### config.mk
export PLATFORM = sky130hd
export DESIGN_NAME = bus_xbar_rr_flat
export DESIGN_NICKNAME = d
export VERILOG_FILES = /design/src/rtl/bus_xbar_rr_if.sv /design/src/rtl/bus_xbar_rr.sv /design/src/flat_wrapper.sv
export SDC_FILE = /design/constraint.sdc
export NUM_CORES = 1
export LEC_CHECK = 0
export ABC_CLOCK_PERIOD_IN_PS = 7500
export CAP_MARGIN = 0
export CORE_AREA = 2 2 309 311
export CTS_CLUSTER_DIAMETER = 30
export CTS_CLUSTER_SIZE = 30
export DETAILED_ROUTE_END_ITERATION = 10
export DIE_AREA = 0 0 311 313
export PLACE_DENSITY_LB_ADDON = 0.25
export SYNTH_ARGS = -nofsm -noshare
export SYNTH_HDL_FRONTEND = slang
export SYNTH_SLANG_ARGS = --single-unit
### constraint.sdc
create_clock -name clk -period 7.5 [get_ports clk]
set_input_delay 1.5 -clock clk [delete_from_list [all_inputs] [get_ports clk]]
set_output_delay 1.5 -clock clk [all_outputs]
set_load 0.05 [all_outputs]
### src/rtl/bus_xbar_rr_if.sv
// Flattened req/ack bus bundle between NM master agents and NS slave memories.
// Master/slave 0 occupy the LSBs of every packed vector.
interface bus_xbar_rr_if #(
    parameter int NM = 4,
    parameter int NS = 4,
    parameter int AW = 32,
    parameter int DW = 32
);
    logic [NM-1:0]    m_req;
    logic [NM*AW-1:0] m_addr;
    logic [NM-1:0]    m_cmd;
    logic [NM*DW-1:0] m_wdata;
    logic [NM-1:0]    m_ack;
    logic [NM*DW-1:0] m_rdata;

    logic [NS-1:0]    s_req;
    logic [NS*AW-1:0] s_addr;
    logic [NS-1:0]    s_cmd;
    logic [NS*DW-1:0] s_wdata;
    logic [NS-1:0]    s_ack;
    logic [NS*DW-1:0] s_rdata;

    modport xbar (
        input  m_req, m_addr, m_cmd, m_wdata, s_ack, s_rdata,
        output m_ack, m_rdata, s_req, s_addr, s_cmd, s_wdata
    );

    modport master (
        output m_req, m_addr, m_cmd, m_wdata,
        input  m_ack, m_rdata
    );

    modport slave (
        input  s_req, s_addr, s_cmd, s_wdata,
        output s_ack, s_rdata
    );
endinterface

### src/rtl/bus_xbar_rr.sv
// NM x NS req/ack crossbar; each slave port has its own round-robin arbiter
// that locks the granted master until the slave acks.
module bus_xbar_rr #(
    parameter int NM = 4,
    parameter int NS = 4,
    parameter int AW = 32,
    parameter int DW = 32
) (
    input  logic          clk,
    input  logic          rst_n,
    bus_xbar_rr_if.xbar   bus
);
    localparam int SW = $clog2(NS);
    localparam int GW = (NM > 1) ? $clog2(NM) : 1;

    typedef enum logic {
        IDLE = 1'b0,
        BUSY = 1'b1
    } state_e;

    state_e          state_q [NS];
    logic [GW-1:0]   gnt_q   [NS];
    logic [GW-1:0]   ptr_q   [NS];

    logic [NM-1:0]   tgt     [NS];
    logic [GW-1:0]   pick    [NS];
    logic            found   [NS];

    // Target decode and rotating-priority search, one arbiter per slave.
    always_comb begin
        int unsigned idx;
        idx = 0;
        for (int unsigned j = 0; j < NS; j++) begin
            found[j] = 1'b0;
            pick[j]  = '0;
            for (int unsigned i = 0; i < NM; i++) begin
                tgt[j][i] = bus.m_req[i] &&
                            (bus.m_addr[i*AW + AW-1 -: SW] == SW'(j));
            end
            for (int unsigned k = 0; k < NM; k++) begin
                idx = 32'(ptr_q[j]) + k;
                if (idx >= NM) idx = idx - NM;
                if (!found[j] && tgt[j][idx]) begin
                    found[j] = 1'b1;
                    pick[j]  = GW'(idx);
                end
            end
        end
    end

    // Bus steering; a master targets one slave at a time, so no m_ack conflicts.
    always_comb begin
        logic [GW-1:0] g;
        g           = '0;
        bus.s_req   = '0;
        bus.s_addr  = '0;
        bus.s_cmd   = '0;
        bus.s_wdata = '0;
        bus.m_ack   = '0;
        bus.m_rdata = '0;
        for (int unsigned j = 0; j < NS; j++) begin
            if (state_q[j] == BUSY) begin
                g                        = gnt_q[j];
                bus.s_req[j]             = bus.m_req[g];
                bus.s_addr[j*AW +: AW]   = bus.m_addr[g*AW +: AW];
                bus.s_cmd[j]             = bus.m_cmd[g];
                bus.s_wdata[j*DW +: DW]  = bus.m_wdata[g*DW +: DW];
                if (bus.s_ack[j]) begin
                    bus.m_ack[g]            = 1'b1;
                    bus.m_rdata[g*DW +: DW] = bus.s_rdata[j*DW +: DW];
                end
            end
        end
    end

    always_ff @(posedge clk or negedge rst_n) begin
        if (!rst_n) begin
            for (int unsigned j = 0; j < NS; j++) begin
                state_q[j] <= IDLE;
                gnt_q[j]   <= '0;
                ptr_q[j]   <= '0;
            end
        end else begin
            for (int unsigned j = 0; j < NS; j++) begin
                case (state_q[j])
                    IDLE: begin
                        if (found[j]) begin
                            gnt_q[j]   <= pick[j];
                            state_q[j] <= BUSY;
                        end
                    end
                    BUSY: begin
                        // Ack outranks a same-cycle req drop; a drop alone keeps rr_ptr.
                        if (bus.s_ack[j]) begin
                            state_q[j] <= IDLE;
                            ptr_q[j]   <= (32'(gnt_q[j]) == NM-1) ? '0 : gnt_q[j] + 1'b1;
                        end else if (!bus.m_req[gnt_q[j]]) begin
                            state_q[j] <= IDLE;
                        end
                    end
                    default: state_q[j] <= IDLE;
                endcase
            end
        end
    end
endmodule
### src/flat_wrapper.sv
// flat-port wrapper written by rule: the top's interface ports become plain ports
module bus_xbar_rr_flat 
#(
    parameter int NM = 4,
    parameter int NS = 4,
    parameter int AW = 32,
    parameter int DW = 32
)
  (clk, rst_n, bus_m_req, bus_m_addr, bus_m_cmd, bus_m_wdata, bus_s_ack, bus_s_rdata, bus_m_ack, bus_m_rdata, bus_s_req, bus_s_addr, bus_s_cmd, bus_s_wdata);
  bus_xbar_rr_if #(.NM(NM), .NS(NS), .AW(AW), .DW(DW)) bus_i ();
  input  logic clk;
  input  logic rst_n;
  input wire logic [$bits(bus_i.m_req)-1:0] bus_m_req;
  input wire logic [$bits(bus_i.m_addr)-1:0] bus_m_addr;
  input wire logic [$bits(bus_i.m_cmd)-1:0] bus_m_cmd;
  input wire logic [$bits(bus_i.m_wdata)-1:0] bus_m_wdata;
  input wire logic [$bits(bus_i.s_ack)-1:0] bus_s_ack;
  input wire logic [$bits(bus_i.s_rdata)-1:0] bus_s_rdata;
  output wire logic [$bits(bus_i.m_ack)-1:0] bus_m_ack;
  output wire logic [$bits(bus_i.m_rdata)-1:0] bus_m_rdata;
  output wire logic [$bits(bus_i.s_req)-1:0] bus_s_req;
  output wire logic [$bits(bus_i.s_addr)-1:0] bus_s_addr;
  output wire logic [$bits(bus_i.s_cmd)-1:0] bus_s_cmd;
  output wire logic [$bits(bus_i.s_wdata)-1:0] bus_s_wdata;
  assign bus_i.m_req = bus_m_req;
  assign bus_i.m_addr = bus_m_addr;
  assign bus_i.m_cmd = bus_m_cmd;
  assign bus_i.m_wdata = bus_m_wdata;
  assign bus_i.s_ack = bus_s_ack;
  assign bus_i.s_rdata = bus_s_rdata;
  assign bus_m_ack = bus_i.m_ack;
  assign bus_m_rdata = bus_i.m_rdata;
  assign bus_s_req = bus_i.s_req;
  assign bus_s_addr = bus_i.s_addr;
  assign bus_s_cmd = bus_i.s_cmd;
  assign bus_s_wdata = bus_i.s_wdata;
  bus_xbar_rr #(.NM(NM), .NS(NS), .AW(AW), .DW(DW)) u_core (.clk(clk), .rst_n(rst_n), .bus(bus_i));
endmodule
==> impl_metrics.tcl <==
set metrics [dict create \
    syn_to_final_growth_pct 66.9 \
    hold_violations 0 \
    layout_common_cells "792 x clkdlybuf4s50_1, 262 x and2_1, 260 x mux4_2" \
    cap_violations 0 \
    fin_tns_setup_ps 0 \
    powerDensity_mw_per_mm2 286 \
    numCtsBuffers 3 \
    status "complete, no violations" \
    place_area_mm2 0.0227 \
    ir_worst_vdd_mv 0.181 \
    cts_tree "done" \
    hold_buffers 0 \
    worst-path-max-fanout 23 \
    synthTopCellsByArea "mux4_2 43%, and2_1 12%, a22oi_1 11%" \
    avgSynthCellArea_um2 9.76 \
    drive_gt1_share_pct 18.0 \
    finalMaxSlewViolations 0 \
    finClkSkew_ps 1.79 \
    drc 0 \
    synth.largest_area_cell "mux4_2" \
    ctsLongestPathBuffers 2 \
    synth_flop_cell "dfrtp_1" \
    layout_setup_ws_ps 981 \
    insertion_delay_ps 250 \
    synth-seq-cells 20 \
    die_h_um 313 \
    grt.met2_usage_pct 31.9 \
    grt_use_total_pct 17.7 \
    slowest_stage "and4_2" \
    relSlewSlack_pct 30.7 \
    cp_data_required_time_ps 6000 \
    min_period_ps 6520 \
    clockRootBuffer "clkbuf_16" \
    syn_nets 1825 \
    crit_chain "clkdlybuf4s50_1, nand2_2, nor3b_1, and4_2, buf_4, a221oi_2, o31ai_1, clkdlybuf4s50_1" \
    layout_commonest_cell "clkdlybuf4s50_1" \
    globalRouteMet1Util_pct 21.4 \
    grt_pass1_wl_um 130000 \
    p_leak_nw 7.06 \
    period_share_pct 86.9 \
    clk_pin_slew_ps 50 \
    rsz0062_at_grt "false" \
    initial_core_util_pct 14.5 \
    synth_cells 1397 \
    synth_edf_count 0 \
    ys_seq_area_share_pct 3.67 \
    crit_arrival_ps 5020 \
    nets 2487 \
    dieArea_mm2 0.0973 \
    synth_area_mm2 0.0136 \
    grt_util_met3_pct 4.01 \
    grt_pass1_vias 17000 \
    critPathCaptureType "output port" \
    wl_um 91300 \
    path_delay_family "buffers and inverters" \
    core_mm2 0.0942 \
    hpwl_um 68600 \
    vias 16600 \
    antenna_found_initial 12 \
    fin_area_mm2 0.0227 \
    synth_top_area_share_pct 43.0 \
    yosysWarningCount 0 \
    crit_top_cell "clkdlybuf4s50_1" \
    tightestPinTransition_ps 1030 \
    worst_setup_path_start_kind "primary input" \
    drt_iter0_markers 1710 \
    critPathMaxStageDelay_ps 880 \
    dp_slack_ps 1070 \
    gp_congestion 0.893 \
    overflow 0 \
    setup.worst_path.class "in -> out" \
    worst_hold_slack_ps 592 \
    pin_count 794 \
    die_w_um 311 \
    busiest_layer "met2" \
    viasPerCell 5.00 \
    wl_per_cell_um 27.4 \
    port_buffers 793 \
    cts_resized 0 \
    grt_max_degree 69 \
    cp_num_buf_inv 3 \
    cts_setup_buffers 0 \
    ant_nets 0 \
    post-route-util_pct 24.2 \
    synth-async-reset-ratio_pct 100 \
    hold_path_class "reg -> reg" \
    std_cell_rows 113 \
    drtPass1Iterations 6 \
    cts_sinks 20 \
    fmaxAchievable_mhz 153 \
    h-tree-depth 1 \
    finalSetupViolations 0 \
    synthDistinctLibCells 62 \
]
-- per-stage QoR --
step,cells,total power [mW]
floorplan,1397,4.24
global placement,3319,6.47
detailed placement,3319,6.46
CTS,3322,6.61
global route,3324,6.80
finish,3326,6.52
-- synthesized netlist by cell type (3+ instances only) --
library cell and number:
dfrtp_1 20, a22oi_1 202, buf_6 8, nor2_1 10, nor2b_1 32, nand3b_1 4, and3_1 7, clkbuf_1 85
buf_1 4, buf_8 3, and2_1 262, a221oi_2 26, a32oi_1 5, nand2_1 78, buf_2 63, mux4_2 260
buf_4 10, nor3_1 5, mux2_2 5, nand3_1 9, mux2i_1 7, o21ai_0 47, a21oi_1 37, o21ai_1 70
nor4b_4 3, o211ai_1 3, nor4_2 3, inv_1 16, nor3b_1 6, o31ai_1 34, ha_1 30, and3b_1 3
-- flip-flops by register name (all words and copies together), names as in the netlist --
signal / cells
u_core.gnt_q: 8
u_core.ptr_q: 8
u_core.state_q: 4
-- path summary, 6_finish.rpt --
| kind | start | end | slack (ps) | cells after the start |
|---|---|---|---|---|
| max in group asynchronous | rst_n | u_core.gnt_q[3] | 5050 | 1 |
| min in group asynchronous | rst_n | u_core.state_q[2] | 1770 | 1 |
| max | bus_s_ack[0] | bus_m_rdata[86] | 980 | 8 |
| max reg2reg | u_core.gnt_q[3] | u_core.state_q[1] | 5110 | 5 |
| min | u_core.ptr_q[2] | u_core.ptr_q[2] | 590 | 2 |
| min reg2reg | u_core.ptr_q[2] | u_core.ptr_q[2] | 590 | 2 |
-- per-layer routing --
layer	part of all wire, %	wire length [um]	vias to the layer above
li1	-	-	6983
met1	39	35500	8549
met2	51	46400	959
met3	7.8	7100	110
met4	2.4	2180	14
met5	0.092	84	-
-- power breakdown --
part           leakage [nW]  switching, mW  total, mW  internal [mW]
logic                  6.78           3.64       5.94           2.30
registers             0.235          0.306      0.464          0.158
clock network        0.0370         0.0395      0.110         0.0703
-- cell type report --
type	instances	area [um^2]
multi-input cells	1186	12300
well taps	1265	1580
flip-flops and latches	20	536
fillers	10100	71400
clock buffers	3	75.1
diodes	4	10.0
repair buffers	831	8220
inverters	17	63.8
-- worst register-to-register path, cell delays in order (launching register included) --
cell	delay, ps
dfrtp_4	710
buf_4	790
mux2i_1	300
nand2_1	70
o211ai_1	260
o21ai_0	130
-- kinds of logic (layout without fill, tap and decap cells) --
group,count (synthesis),after routing,share of synthesized area [%]
compound gates,445,445,23.5
fa+ha+maj,30,30,2.75
buf+inv,191,851,6.81
flops,20,20,3.67
mux,272,272,43.9
other cells,0,4,0
simple gates,439,439,19.4
No activity file was read; power rests on OpenSTA's default activity.
